`config.mk`:
```
export PLATFORM = sky130hd
export DESIGN_NAME = sigma_delta_mc_dac
export DESIGN_NICKNAME = d
export VERILOG_FILES = /design/src/rtl/sigma_delta_mc_dac.sv
export SDC_FILE = /design/constraint.sdc
export NUM_CORES = 1
export LEC_CHECK = 0
export ABC_AREA = 1
export CAP_MARGIN = 25
export CORE_MARGIN = 4
export CORE_UTILIZATION = 35
export CTS_BUF_LIST = sky130_fd_sc_hd__clkbuf_4 sky130_fd_sc_hd__clkbuf_8
export DETAILED_ROUTE_END_ITERATION = 16
export SLEW_MARGIN = 10
export SYNTH_ARGS = -nofsm -noshare
export SYNTH_HDL_FRONTEND = slang
export SYNTH_SLANG_ARGS = --single-unit
```
`constraint.sdc`:
```
create_clock -name clk -period 13 [get_ports clk]
set_input_delay 2.6 -clock clk [delete_from_list [all_inputs] [get_ports clk]]
set_output_delay 2.6 -clock clk [all_outputs]
set_load 0.01 [all_outputs]
```
`src/rtl/sigma_delta_mc_dac.sv`:
```
// sigma_delta_mc_dac: multi-channel 1-bit sigma-delta DAC.
//
// Each channel runs a 1st- or 2nd-order modulator (ORDER) with saturating
// integrators (INT_W bits). Samples are written into a per-channel pending
// register and moved to the active registers of all channels at once on
// sample_rate_trig. The modulators update on a tick, which fires once every
// OSR_DIV clocks.
//
// Optional feature macro: SIGMA_DELTA_DITHER_EN
//   When defined, each channel gets a 16-bit Galois LFSR. Its top 4 bits,
//   scaled by 2^(DATA_W-10), are added to the quantizer input only.
//
// Ports:
//   clk, reset_n      clock, asynchronous active-low reset
//   sample_in         signed Q2.(DATA_W-2) sample
//   sample_in_ch      target channel for sample_in
//   sample_in_rdy     strobe: sample_in -> pending[sample_in_ch]
//   sample_rate_trig  strobe: pending -> active, all channels
//   sat_clr           clears all sticky saturation flags
//   dout              1-bit modulator output per channel
//   sat_flag          sticky per-channel clamp/saturation flag

// Per-channel modulator.
module sigma_delta_ch #(
  parameter int DATA_W = 18,
  parameter int ORDER  = 2,
  parameter int INT_W  = 24
`ifdef SIGMA_DELTA_DITHER_EN
  ,
  parameter int CH_IDX = 0
`endif
) (
  input  logic              clk,
  input  logic              reset_n,
  input  logic              tick,
  input  logic              sat_clr,
  input  logic [DATA_W-1:0] active,
  output logic              dout,
  output logic              sat_flag
);
  // One guard bit beyond INT_W+1: the 2nd stage adds three full-range terms.
  localparam int SW = INT_W + 2;
  localparam logic signed [INT_W-1:0] FS_P  = INT_W'(1 << (DATA_W-2));
  localparam logic signed [INT_W-1:0] FS_N  = -FS_P;
  localparam logic signed [INT_W-1:0] I_MAX = {1'b0, {(INT_W-1){1'b1}}};
  localparam logic signed [INT_W-1:0] I_MIN = {1'b1, {(INT_W-1){1'b0}}};

  function automatic logic signed [SW-1:0] sx(input logic signed [INT_W-1:0] v);
    return {{2{v[INT_W-1]}}, v};
  endfunction

  // Returns {clipped, value}.
  function automatic logic [INT_W:0] sat(input logic signed [SW-1:0] s);
    if (s > sx(I_MAX))      return {1'b1, I_MAX};
    else if (s < sx(I_MIN)) return {1'b1, I_MIN};
    else                    return {1'b0, s[INT_W-1:0]};
  endfunction

  logic signed [INT_W-1:0] a_ext, x, fb, i1, i1n, q;
  logic signed [SW-1:0]    s1;
  logic                    clamp, sat1, sat2, q_ge;

  always_comb begin
    a_ext = {{(INT_W-DATA_W){active[DATA_W-1]}}, active};
    clamp = 1'b0;
    x     = a_ext;
    if (a_ext > FS_P) begin
      x     = FS_P;
      clamp = 1'b1;
    end else if (a_ext < FS_N) begin
      x     = FS_N;
      clamp = 1'b1;
    end
    fb = dout ? FS_P : FS_N;
    s1 = sx(i1) + sx(x) - sx(fb);
    {sat1, i1n} = sat(s1);
  end

  generate
    if (ORDER == 2) begin : g_o2
      logic signed [INT_W-1:0] i2, i2n;
      logic signed [SW-1:0]    s2;
      always_comb begin
        s2 = sx(i2) + sx(i1n) - sx(fb);
        {sat2, i2n} = sat(s2);
        q = i2n;
      end
      always_ff @(posedge clk or negedge reset_n) begin
        if (!reset_n)  i2 <= '0;
        else if (tick) i2 <= i2n;
      end
    end else begin : g_o1
      assign q    = i1n;
      assign sat2 = 1'b0;
    end
  endgenerate

`ifdef SIGMA_DELTA_DITHER_EN
  logic [15:0]             lfsr;
  logic signed [INT_W-1:0] dith;
  logic signed [SW-1:0]    qd;

  // Right-shifting Galois form of x^16+x^14+x^13+x^11+1.
  always_ff @(posedge clk or negedge reset_n) begin
    if (!reset_n)  lfsr <= 16'hACE1 ^ 16'(CH_IDX);
    else if (tick) lfsr <= {1'b0, lfsr[15:1]} ^ (lfsr[0] ? 16'hB400 : 16'h0000);
  end

  // Dither only perturbs the compare; integrators never see it.
  always_comb begin
    dith = {{(INT_W-4){lfsr[15]}}, lfsr[15:12]};
    dith = dith <<< (DATA_W-10);
    qd   = sx(q) + sx(dith);
    q_ge = ~qd[SW-1];
  end
`else
  assign q_ge = ~q[INT_W-1];
`endif

  always_ff @(posedge clk or negedge reset_n) begin
    if (!reset_n) begin
      i1       <= '0;
      dout     <= 1'b0;
      sat_flag <= 1'b0;
    end else begin
      if (tick) begin
        i1   <= i1n;
        dout <= q_ge;
      end
      // A set event on this tick beats a simultaneous clear.
      if (tick && (clamp || sat1 || sat2)) sat_flag <= 1'b1;
      else if (sat_clr)                    sat_flag <= 1'b0;
    end
  end
endmodule

module sigma_delta_mc_dac #(
  parameter  int NUM_CH  = 2,
  parameter  int DATA_W  = 18,
  parameter  int ORDER   = 2,
  parameter  int INT_W   = 24,
  parameter  int OSR_DIV = 1,
  localparam int CH_W    = (NUM_CH > 1) ? $clog2(NUM_CH) : 1,
  localparam int CNT_W   = (OSR_DIV > 1) ? $clog2(OSR_DIV) : 1
) (
  input  logic              clk,
  input  logic              reset_n,
  input  logic [DATA_W-1:0] sample_in,
  input  logic [CH_W-1:0]   sample_in_ch,
  input  logic              sample_in_rdy,
  input  logic              sample_rate_trig,
  input  logic              sat_clr,
  output logic [NUM_CH-1:0] dout,
  output logic [NUM_CH-1:0] sat_flag
);
  generate
    if (ORDER != 1 && ORDER != 2) begin : g_bad_order
      $error("sigma_delta_mc_dac: ORDER must be 1 or 2");
    end
    if (NUM_CH < 1 || NUM_CH > 8) begin : g_bad_nch
      $error("sigma_delta_mc_dac: NUM_CH must be 1..8");
    end
    if (INT_W < DATA_W + 3) begin : g_bad_intw
      $error("sigma_delta_mc_dac: INT_W must be >= DATA_W+3");
    end
    if (OSR_DIV < 1) begin : g_bad_osr
      $error("sigma_delta_mc_dac: OSR_DIV must be >= 1");
    end
`ifdef SIGMA_DELTA_DITHER_EN
    if (DATA_W < 10) begin : g_bad_dith
      $error("sigma_delta_mc_dac: dither needs DATA_W >= 10");
    end
`endif
  endgenerate

  logic [NUM_CH-1:0][DATA_W-1:0] pending, active;
  logic [CNT_W-1:0]              cnt;
  logic                          tick;

  // Out-of-range channel indices match no c and are dropped. A write in the
  // trigger cycle commits straight through to active.
  always_ff @(posedge clk or negedge reset_n) begin
    if (!reset_n) begin
      pending <= '0;
      active  <= '0;
    end else begin
      for (int c = 0; c < NUM_CH; c++) begin
        if (sample_in_rdy && sample_in_ch == CH_W'(c)) pending[c] <= sample_in;
        if (sample_rate_trig)
          active[c] <= (sample_in_rdy && sample_in_ch == CH_W'(c)) ? sample_in : pending[c];
      end
    end
  end

  always_ff @(posedge clk or negedge reset_n) begin
    if (!reset_n)                          cnt <= '0;
    else if (cnt == CNT_W'(OSR_DIV - 1))   cnt <= '0;
    else                                   cnt <= cnt + 1'b1;
  end

  assign tick = (cnt == '0);

  generate
    for (genvar c = 0; c < NUM_CH; c++) begin : g_ch
      sigma_delta_ch #(
        .DATA_W (DATA_W),
        .ORDER  (ORDER),
        .INT_W  (INT_W)
`ifdef SIGMA_DELTA_DITHER_EN
        ,
        .CH_IDX (c)
`endif
      ) u_ch (
        .clk      (clk),
        .reset_n  (reset_n),
        .tick     (tick),
        .sat_clr  (sat_clr),
        .active   (active[c]),
        .dout     (dout[c]),
        .sat_flag (sat_flag[c])
      );
    end
  endgenerate
endmodule

```
# [After elaboration in Yosys (flattened, before gate mapping)]
# Cells that the tools add are included.
[classes] order_cmp=12 mux=24 reduce_logical=10 add_sub_neg=9 bitwise=4
[ops] cell="$mux 25" n=8
[ops] cell="$mux 24" n=6
[ops] cell="$gt 26x24->1 const B" n=4
[ops] cell="$lt 26x24->1 const B" n=4
[ops] cell="$sub 25x24->26" n=4
[ops] cell="$add 24x24->25" n=4
[ops] cell="$gt 18x18->1 const B" n=2
[ops] cell="$lt 18x17->1 const B" n=2
[ops] cell="$mux 18" n=2
[ops] cell="$mux 1" n=8
[ops] cell="$logic_and 1x1->1" n=4
[ops] cell="$logic_or 1x1->1" n=4
[ops] cell="$not 1->1" n=4
[ops] cell="$reduce_bool 2->1" n=2
[ops] cell="$add 1x1->1 const B" n=1
[totals] regBits=173

# [Longest topological paths before layout]
[logic_depth] ltp_word=16 depth_mapped=51 depth_no_buf=49

# [Hierarchy]
# A second synthesis with hierarchy kept.
[unflattened] hier_cells=2469 hier_area_um2=16413.2
[by_module_without_submodules] mod="sigma_delta_ch at g_ch[1].u_ch" instances=1 cells_each=1052 area_per_inst_um2=6680.2 seq_area_each_um2=1251.2
[by_module_without_submodules] mod="sigma_delta_ch at g_ch[0].u_ch" instances=1 cells_each=1054 area_per_inst_um2=6610.1 seq_area_each_um2=1251.2
[by_module_without_submodules] mod="sigma_delta_mc_dac" instances=1 cells_each=363 area_per_inst_um2=3123.0 seq_area_each_um2=1801.7

# [Worst setup path before layout]
# OpenSTA, ideal clock, no wires.
[synth_path] kind="register to register" start="register active[17] in the netlist's numbering" end="register g_ch[0].u_ch.sat_flag" required_ns=12.872 setup_slack_ns=6.890 arrival_time_ns=5.982 path_stages_with_launch=50 synth_period_minus_slack_ns=6.110 setup_time_ns=0.128 n_path_buf=3 path_cell_list="dfrtp_1 -> inv_1 -> nand4_1 -> nor4_1 -> nand3_1 -> nand3_1 -> o21ai_0 -> inv_1 -> clkbuf_1 -> nand2_1 -> ha_1 -> inv_1 -> ha_1 -> nand2_1 -> inv_1 -> nand2_1 -> nand2_1 -> nand2_1 -> [14 not listed] -> o21ai_1 -> nand2_1 -> nand2_1 -> nand2_1 -> nand2_1 -> a21oi_1 -> o21ai_1 -> nand3_1 -> nand2_1 -> nand2_1 -> nand2_1 -> nand3_1 -> nand2_1 -> xor2_1 -> nand3_2 -> nand3_4 -> buf_6 -> nand3_1"
[synth_between] elab_chain_len=16
[synth_rtl] element="start: declaration" line_no="176" source="logic [NUM_CH-1:0][DATA_W-1:0] pending, active;"
[synth_rtl] element="start signal: indexed assignment" line_no="190" source="active[c] <= (sample_in_rdy && sample_in_ch == CH_W'(c)) ? sample_in : pending[c];"
[synth_rtl] element="$lt 18x17->1" line_no="70" source="end else if (a_ext < FS_N) begin"
[synth_rtl] element="$mux 24" line_no="70"
[synth_rtl] element="$mux 24 (*)" line_no="67" source="if (a_ext > FS_P) begin"
[synth_rtl] element="$add 24x24->25 (*)" line_no="75" source="s1 = sx(i1) + sx(x) - sx(fb);"
[synth_rtl] element="$sub 25x24->26 (*)" line_no="75"
[synth_rtl] element="$lt 26x24->1" line_no="55" source="else if (s < sx(I_MIN)) return {1'b1, I_MIN};"
[synth_rtl] element="$mux 25" line_no="55"
[synth_rtl] element="$mux 25 (*)" line_no="54" source="if (s > sx(I_MAX)) return {1'b1, I_MAX};"
[synth_rtl] element="net g_ch[0].u_ch.i1n[23]" line_no="59" source="logic signed [INT_W-1:0] a_ext, x, fb, i1, i1n, q;"
[synth_rtl] element="$add 24x24->25 (*)" line_no="84" source="s2 = sx(i2) + sx(i1n) - sx(fb);"
[synth_rtl] element="$sub 25x24->26 (*)" line_no="84"
[synth_rtl] element="$lt 26x24->1" line_no="55"
[synth_rtl] element="$mux 25" line_no="55"
[synth_rtl] element="$mux 25 (*)" line_no="54"
[synth_rtl] element="$logic_or 1x1->1 (*)" line_no="131" source="if (tick && (clamp || sat1 || sat2)) sat_flag <= 1'b1;"
[synth_rtl] element="$logic_and 1x1->1 (*)" line_no="131"
[synth_rtl] element="$mux 1 / $reduce_bool 2->1 (equally long branches)"
[synth_rtl] element="end signal: assignment" line_no="124" source="sat_flag <= 1'b0;"
[synth_rtl] element="end signal: assignment" line_no="131"
[synth_rtl] element="end signal: assignment" line_no="132" source="else if (sat_clr) sat_flag <= 1'b0;"
[synth_rtl] element="end: declaration" line_no="39" source="output logic sat_flag"
# The timed path passes the listed nets; every way through them passes the cells marked *.
# A chain may end at the register's enable or synchronous reset.

# [Final worst setup path]
[layout_path] start="register active[17] in the netlist's numbering" end="register g_ch[0].u_ch.g_o2.i2[14]"
[layout_between] elab_chain_len=13
[layout_rtl] element="$lt 18x17->1" line_no="70"
[layout_rtl] element="$mux 24" line_no="70"
[layout_rtl] element="$mux 24 (*)" line_no="67"
[layout_rtl] element="$add 24x24->25 (*)" line_no="75"
[layout_rtl] element="$sub 25x24->26 (*)" line_no="75"
[layout_rtl] element="$lt 26x24->1" line_no="55"
[layout_rtl] element="$mux 25" line_no="55"
[layout_rtl] element="$mux 25 (*)" line_no="54"
[layout_rtl] element="net g_ch[0].u_ch.i1n[22]" line_no="59"
[layout_rtl] element="$add 24x24->25 (*)" line_no="84"
[layout_rtl] element="$sub 25x24->26 (*)" line_no="84"
[layout_rtl] element="$lt 26x24->1" line_no="55"
[layout_rtl] element="$mux 25" line_no="55"
[layout_rtl] element="$mux 25 (*)" line_no="54"
[layout_rtl] element="net g_ch[0].u_ch.g_o2.i2n[14]" line_no="81" source="logic signed [INT_W-1:0] i2, i2n;"
[layout_rtl] element="end signal: assignment" line_no="90" source="else if (tick) i2 <= i2n;"
[layout_rtl] element="end: declaration" line_no="81"
# Marked as above.

==> results.md <==
- The run finished with clean final reports.
- The average vias per placed instance is 4.606.
- Of all flip-flops after synthesis, the portion carrying an async set or reset was 100.0%.
- Setup repair after global routing left no endpoint under its margin.
- The final layout contains routed wiring with a total length of 31,710 µm.
- The global-route wire length before repair is 54,370 µm.
- The unique cell type count in the Yosys netlist is 42.
- The cell family contributing the most delay on the critical path is simple AND/OR/NAND/NOR gates.
- Detailed placement finished with a half-perimeter wire length of 24,760 µm.
- Measured against its own limit, the worst slew margin works out to 33.76%.
- In this run, the number of DRC markers left after iteration 0 of detailed routing was 657.
- The clock transition at the register clock pins on the worst setup and hold paths after CTS is 0.10 ns.
- The dominant cell type by count on the critical path is sky130_fd_sc_hd__nand2_1.
- The clock net sink count is 172.
- Setup violations remaining at the end of the flow were counted as 0.
- The data arrival time of the critical path is 7.88 ns.
- The die is 208.0 µm wide.
- After filler insertion, the fill cell instance count of the layout stands at 4,130.
- The final critical-path required period is 7.542 ns.
- Detailed routing inserted a total of 11,312 vias.
- Summing every instance area after synthesis gives 14,000 µm².
- The critical path startpoint category is a flop.
- The mean instance size in the synthesized netlist is 7.334 µm².
- After floorplanning, the core was divided into 72 placement rows.
- Counting flops and latches in the post-synthesis netlist gives 172.
- The number of global-route vias before repair was 11,314.
- The maximum number of pins on one net before global-route repair is 67.
- The floorplan step set the die height to 208.0 µm.
- The number of enable-type register cells in the synthesized netlist is 0.
- The maximum level of the CTS H-tree is 4.
- The path category of the worst min-delay check is flop to flop.
- The slew at the pin with the worst max-slew slack is 0.9936 ns.
- The number of hold-slack violations in the final timing report was 0.
- The total global-route track usage is 14.84%.
- For the final routed database, the setup TNS stands at 0 ns.
- CTS placed an instance of sky130_fd_sc_hd__clkbuf_8 at the clock tree root.
- The total area inside the core boundary comes to 39,100 µm².
- The Yosys warning count is 0.
- The area occupied by multi-input gates is 7975 µm².
- The total iterations of the first detailed-routing run is 7.
- The initial core utilization is 35.81%.
- TritonCTS built the clock tree.
- The endpoint type of the worst setup path is a flop.
- For this run, the slowest stage of the critical path takes 0.54 ns.
- The critical path buffer and inverter count is 6.
- The number of buffers created by CTS is 17.
- On the final layout, the worst clock skew is 0.02161 ns.
- The number of violations of the max-capacitance limit is 0.
- The share of cells above drive strength 1 is 4.902%.
- In the synthesized netlist the dominant register cell turns out to be sky130_fd_sc_hd__dfrtp_1.
- The highest-delay cell along the critical path is sky130_fd_sc_hd__dfrtp_1.
- In the final design database the tool counted 2,139 nets.
- The number of antenna violations at the first check in global routing came to 0.
- The worst-skew pair later-pin latency is 0.47 ns.
- The share of the Yosys chip area taken by registers is 30.74%.
- The final RePlAce weighted congestion is 0.8911.
- The number of DRC violations after detailed routing is 0.
- The largest fanout of any net on the critical path is 24.
- Buffers added to address setup during post-CTS repair amount to 0.
- The post-cts resize count is 0.
- The number of primary I/O pins is 28.
- The remaining antenna violation count is 0.
- The antenna diode instance count is 0.
- In this run the deepest clock path goes through 2 buffers.
- The highest clock frequency the design can meet is 0.1326 GHz.
- The die area is 43,260 µm².
- The final routed wire length divided by cell count is 12.91 µm.
- After layout, the worst path uses 58.02% of the clock period.
- The final max-slew violation count is 0.
- The remaining global-route overflow is 0.
- The data required time at the worst endpoint is 13.34 ns.
- The synthesized netlist cell count is 1,909.
- Buffers placed on the I/O ports in this run total 27.
- The number of nets produced by synthesis is 2,123.
- The number of buffers added to fix hold violations after cts is 0.
- The sequential standard cell area is 4304 µm².
- The category of the most critical setup path is flop to flop.
- The area growth from synthesis to layout is 8.347%.
[sequential cells by signal, indices dropped and copies added, names as in the netlist]
signal and count:
pending 36, g_ch.u_ch.g_o2.i2 48, g_ch.u_ch.sat_flag 2, g_ch.u_ch.dout 2, active 36, g_ch.u_ch.i1 48
[metrics by stage]
stage               area [µm²]  hold WS, ns  cells  setup WS (ns)  utilization, %
CTS                      15130       0.5038   2454          5.436           38.69
floorplan                14000       0.4533   1909          6.890               -
finish                   15170       0.5021   2456          5.458           38.80
global placement         14740       0.4792   2422          5.537           37.69
detailed placement       14740       0.4804   2422          5.487           37.69
global route             15170       0.5268   2456          4.663           38.80
[synth_stat cells, drive strengths merged (12+ instances only)]
master	number	share of area (%)
o21ai	94	3.4
nand4	14	0.63
clkbuf	22	0.59
a31oi	16	0.72
xnor2	26	1.6
nor3	14	0.57
nand3	59	2.5
ha	162	14
a21oi	93	3.3
fa	28	4.0
nand2	592	16
xor2	53	3.3
nor2	83	2.2
buf	12	0.79
mux2	15	1.2
dfrtp	172	31
inv	407	11
[area by class of cell]
class,count,share of cell area (%)
clock buffers,20,1.732
clock inverters,12,0.8331
flip-flops and latches,172,28.38
inverters,407,10.07
well taps,518,4.273
repair buffers,31,2.136
multi-input cells,1296,52.58
[per-layer routing]
metal,up-vias,share of wire (%),track usage [%]
met3,27,2.3,1.883
met1,5209,53,21.67
li1,5957,-,-
met4,0,1.2,3.284
met2,119,44,23.67
met5,-,0,0
[path summary, 6_finish.rpt]
path	startpoint	to	slack [ns]	depth (start not counted)
min in group asynchronous	reset_n	g_ch[0].u_ch.g_o2.i2[22]	2.11	1
max reg2reg	active[17]	g_ch[0].u_ch.g_o2.i2[14]	5.46	36
max in group asynchronous	reset_n	active[22]	9.64	2
max	active[17]	g_ch[0].u_ch.g_o2.i2[14]	5.46	36
min reg2reg	pending[33]	pending[33]	0.50	2
min	pending[33]	pending[33]	0.50	2
[layout by cell type, fill, tap and decap left out, types with 25 or more instances in the layout]
cell | netlist | routed
sky130_fd_sc_hd__clkdlybuf4s50_1 | 0 | 25
sky130_fd_sc_hd__o21ai_0 | 92 | 92
sky130_fd_sc_hd__nand3_1 | 50 | 50
sky130_fd_sc_hd__nor2_1 | 83 | 83
sky130_fd_sc_hd__inv_1 | 405 | 405
sky130_fd_sc_hd__xnor2_1 | 26 | 26
sky130_fd_sc_hd__fa_1 | 28 | 28
sky130_fd_sc_hd__xor2_1 | 53 | 53
sky130_fd_sc_hd__ha_1 | 162 | 162
sky130_fd_sc_hd__a21oi_1 | 93 | 93
sky130_fd_sc_hd__nand2_1 | 569 | 569
sky130_fd_sc_hd__dfrtp_1 | 172 | 172
[kinds of logic (layout without fill, tap and decap cells)]
family | Yosys count | in the layout | synth area share (%)
and+or+nand+nor | 782 | 782 | 23.42
AOI/OAI and AO/OA | 230 | 230 | 8.911
muxes | 15 | 15 | 1.207
adders and majority gates | 190 | 190 | 18.48
buffers and inverters | 441 | 470 | 12.29
xor gates and xnor gates | 79 | 79 | 4.942
DFF | 172 | 172 | 30.74
[worst reg2reg max path, delay by kind of cell, from the launching register on]
| family | cells | cell delay [ns] |
|---|---|---|
| adders and majority gates | 4 | 1.47 |
| AOI/OAI and AO/OA | 7 | 1.75 |
| DFF | 1 | 0.54 |
| xor gates and xnor gates | 1 | 0.12 |
| and+or+nand+nor | 18 | 2.55 |
| buffers and inverters | 6 | 0.99 |
Power is not shown: default switching activity piles up to over one toggle a cycle in this logic, so the estimate is an artifact.
==> RTL edit 1 (same flow settings) <==
Set the parameter `NUM_CH` to 1 (it was 2).
--- a/src/rtl/sigma_delta_mc_dac.sv
+++ b/src/rtl/sigma_delta_mc_dac.sv
@@ -137,3 +137,3 @@
 module sigma_delta_mc_dac #(
-  parameter  int NUM_CH  = 2,
+  parameter  int NUM_CH  = 1,
   parameter  int DATA_W  = 18,
Ports: changed (resized dout and sat_flag); port bits go from 28 to 26. No check against the original RTL was run, so the function may have changed too.
==> RTL edit 1 against the original RTL <==
- critical path depth is 5 lower
- critical endpoint is now g_ch[0].u_ch.sat_flag
- worst setup slack worse by 0.085 ns
- wire length down 53%
- sequential cell count down 86
- final area down 49%
- area after synthesis shrank 50%
- final cell count shrank 49%
- clock skew is 0.0086 ns lower
Power is not shown: default switching activity piles up to over one toggle a cycle in this logic, so the estimate is an artifact.
==> RTL edit 1: results (changes against the original RTL) <==
* Max stage delay cell, worst path: a2111oi_0
* Initial antenna violation count at 0 (unchanged)
* Final Max Tran Viols at 0 (unchanged)
* Xor and xnor area share after synthesis at 4.72% (-0.22 points)
* Hold depth at 1 (-1)
* Post-CTS setup repair buffer count at 0 (unchanged)
* Slew headroom at 37.0% (+3.2 points)
* Fillers at 2105 (-49%)
* Drt first pass iters at 4 (-3)
* CP peak stage delay at 0.79 ns (+0.25 ns)
* Skew-Pair Late Insertion Delay at 0.38 ns (-0.09 ns)
* Hold path endpoint: pending[6]
* Via count at 5491 (-51%)
* Dominant cells by area after synthesis: dfrtp_1 (31%), nand2_1 (15%), ha_1 (14%)
* Number of global-route vias before repair at 5404 (-52%)
* H-tree lvl count at 3 (-1)
* First-pass GRT wire length at 25700 um (-53%)
* Crit path DAT at 7.87 ns (about the same)
* Largest net degree at the start of global routing at 46 (-31%)
* Status: finished clean
* Hold_sp: pending[6]
* Mux share of post-synthesis cell area at 2.88% (+1.7 points)
* PortBufs at 25 (-7.4%)
* DP HPWL at 11700 um (-53%)
* YS warnings at 0 (unchanged)
* Initial DRC Count at 247 (-62%)
* Synth unique cells at 37 (-12%)
* Deepest clock path buffer count at 2 (unchanged)
* Share of cells above drive strength 1 at 6.66% (+1.8 points)
* Post-synthesis compound-gate area fraction at 7.90% (-1.0 points)
* Synth Area in Adders at 18.4% (-0.12 points)
* Reg-to-reg slack, setup at 5.37 ns (-0.08 ns)
* Worst R2R End: g_ch[0].u_ch.sat_flag
* Wire length per cell at 12.0 um (-7.3%)
* Register area share after synthesis at 30.5% (-0.20 points)
* R2R cell count at 31 (-14%)
* Cts bufs inserted at 9 (-8)
* Syn_nets at 1066 (-50%)
* Clock Skew at 0.0130 ns (-0.00863 ns)
* GP Congestion at 0.869 (-2.4%)
* Overflow after GRT at 0 (unchanged)
* Regs by FF count: g_ch.u_ch.g_o2.i2 x24, g_ch.u_ch.i1 x24
* GRT Overall Usage at 14.2% (-0.64 points)
* Synth cell count leaders: nand2_1 (279), inv_1 (203), dfrtp_1 (86)
[RTL edit 1: changes by cell type after synthesis, moves of 7 or more]
cell and change:
nand3_1 -28, inv_1 -202, fa_1 -14, dfrtp_1 -86, clkbuf_1 -14, nor4_1 -7, ha_1 -81, a31oi_1 -11
o21ai_0 -56, nand2_1 -290, xnor2_1 -12, xor2_1 -29, a21oi_1 -51, nor2_1 -40
[RTL edit 1: worst max-delay path by stage]
stage	from	to	depth (start not counted)	slack (ns)
after detailed placement	active[17]	g_ch[0].u_ch.g_o2.i2[3]	33	5.37
after global routing	active[17]	g_ch[0].u_ch.g_o2.i2[8]	33	4.42
after global placement	active[17]	g_ch[0].u_ch.sat_flag	31	5.64
after CTS	active[17]	g_ch[0].u_ch.sat_flag	31	5.31
final	active[17]	g_ch[0].u_ch.sat_flag	31	5.37
after floorplan	active[17]	g_ch[0].u_ch.g_o2.i2[10]	34	6.66
[RTL edit 1: metal layers]
layer  global-route usage [%]  wire (um)  up-vias
met5                        0          0        -
met4                     3.20        112        0
met3                     2.88        533        9
met2                     21.7       6230       72
met1                     20.7       7980     2426
li1                         -          -     2984
[RTL edit 1: layout make-up]
class,instances,share of cell area (%)
well taps,265,4.26
inverters,203,9.78
clock buffers,9,1.59
clock inverters,7,1.32
repair buffers,28,3.57
multi-input cells,643,51.8
flip-flops and latches,86,27.6
[RTL edit 1: per-stage QoR]
| step | setup slack [ns] | utilization (%) | std cells | cell area [um2] | hold slack (ns) |
|---|---|---|---|---|---|
| CTS | 5.31 | 39.5 | 1240 | 7770 | 0.503 |
| finish | 5.37 | 39.6 | 1241 | 7790 | 0.504 |
| detailed placement | 5.37 | 38.4 | 1224 | 7550 | 0.481 |
| floorplan | 6.66 | - | 947 | 7050 | 0.471 |
| global route | 4.42 | 39.6 | 1241 | 7790 | 0.514 |
| global placement | 5.64 | 38.4 | 1224 | 7550 | 0.477 |
[RTL edit 1: cell families after synthesis]
kind of cell | count (synthesis)
AO/OA/AOI/OAI | 101
XOR/XNOR | 38
adder cells (fa/ha/maj) | 95
buffers and inverters | 218
flip-flops | 86
multiplexers | 18
AND/OR/NAND/NOR | 391
[RTL edit 1: worst max-delay path: cells and delay by family (launching register included)]
family	cells	cell delay [ns]
buffers and inverters	5	0.74
adders and majority gates	4	1.46
xor gates and xnor gates	1	0.11
AOI/OAI and AO/OA	10	2.70
and+or+nand+nor	11	1.93
DFF	1	0.54
==> RTL edit 2 (config.mk and constraints unchanged) <==
Made on the original files. Register the output `sat_flag`; this adds one clock of latency there. The other outputs are not delayed to match.
--- a/src/rtl/sigma_delta_mc_dac.sv
+++ b/src/rtl/sigma_delta_mc_dac.sv
@@ -155,2 +155,4 @@
 );
+
+  logic [NUM_CH-1:0] sat_flag_d;
   generate
@@ -219,3 +221,3 @@
         .dout     (dout[c]),
-        .sat_flag (sat_flag[c])
+        .sat_flag (sat_flag_d[c])
       );
@@ -223,2 +225,6 @@
   endgenerate
+  always_ff @(posedge clk) begin
+    sat_flag <= sat_flag_d;
+  end
+
 endmodule
Behaviour: not the same (Yosys sat finds a counterexample within 4 cycles, from zero or initial values and one cycle with reset_n low).
==> RTL edit 2 against the original RTL <==
- sequential cell count rose by 2
- area after synthesis rose by 0.18%
- final area rose by 0.57%
- critical path depth rose by 1
- worst setup slack got worse by 0.016 ns
- wire length fell by 0.86%
- first-iteration DRC count fell by 17%
- critical path type unchanged
- highest routed layer unchanged
Power is not shown: default switching activity piles up to over one toggle a cycle in this logic, so the estimate is an artifact.
==> RTL edit 2: results (changes against the original RTL) <==
* Hold slack at 0.459 ns (-0.0433 ns)
* Hold depth at 0 (-2)
* Synth cell count leaders: nand2_1 (569), inv_1 (405), dfrtp_1 (172)
* GRT Overall Usage at 14.9% (+0.048 points)
* Dominant cells by area after synthesis: dfrtp_1 (31%), nand2_1 (15%), ha_1 (14%)
* Skew-Pair Late Insertion Delay at 0.48 ns
* Slew @ Worst Pin at 1.00 ns (+0.0104 ns)
* Crit path DAT at 7.91 ns (+0.03 ns)
* Largest net degree at the start of global routing at 74 (+10%)
* Final WS setup at 5.44 ns (-0.0155 ns)
* Clock root buffer: clkbuf_8
* Hold path endpoint: sat_flag[0]
* Synth unique cells at 43 (+2.4%)
* Placed Cells at 2431 (+0.37%)
* Register area share after synthesis at 31.0% (+0.23 points)
* Initial DRC Count at 546 (-17%)
* R2R cell count at 37 (+2.8%)
* Hold_sp: g_ch[0].u_ch.sat_flag
* Post-CTS setup repair buffer count at 0 (unchanged)
* First-pass GRT wire length at 54200 um (-0.24%)
* Setup crit end: g_ch[0].u_ch.g_o2.i2[13]
* Nets at 2142 (+0.14%)
* Post-route insts no fill at 2466 (+0.41%)
* Share of cells above drive strength 1 at 4.95% (+0.044 points)
* Status: finished clean
* Detailed Route WL at 31400 um (-0.86%)
* Via count at 11.3k (-0.37%)
* Fillers at 4111 (-0.46%)
* DP HPWL at 24600 um (-0.78%)
* Drt first pass iters at 5 (-2)
* Deepest clock path buffer count at 2 (unchanged)
* Clock Skew at 0.0215 ns (-0.0000950 ns)
* GP Congestion at 0.883 (-0.93%)
* FFs w/ async S/R, synth at 98.9% (-1.1 points)
* Post-DP Area at 14800 um2 (+0.33%)
[RTL edit 2: cells by family (layout without fill, tap and decap cells)]
logic type / Yosys count / count (layout) / synth area share (%)
mux: 15 / 15 / 1.20
simple gates: 782 / 782 / 23.4
fa+ha+maj: 190 / 190 / 18.4
xor+xnor: 79 / 79 / 4.93
compound gates: 230 / 230 / 8.89
flops: 174 / 174 / 31.0
buf+inv: 439 / 471 / 12.2
[RTL edit 2: area by class of cell]
| cell class | count | area (um2) | area share (%) |
|---|---|---|---|
| Tap cell | 525 | 657 | 4.31 |
| Sequential cell | 174 | 4340 | 28.5 |
| Clock inverter | 12 | 149 | 0.976 |
| Timing Repair Buffer | 32 | 339 | 2.22 |
| Clock buffer | 20 | 263 | 1.72 |
| Multi-Input combinational cell | 1296 | 7980 | 52.3 |
| Inverter | 407 | 1530 | 10.0 |
[RTL edit 2: routing by layer]
metal	share of wire, %	track usage, %
met1	52	21.9
met3	3.3	2.02
met2	43	22.8
met5	0	0
met4	2.0	4.60
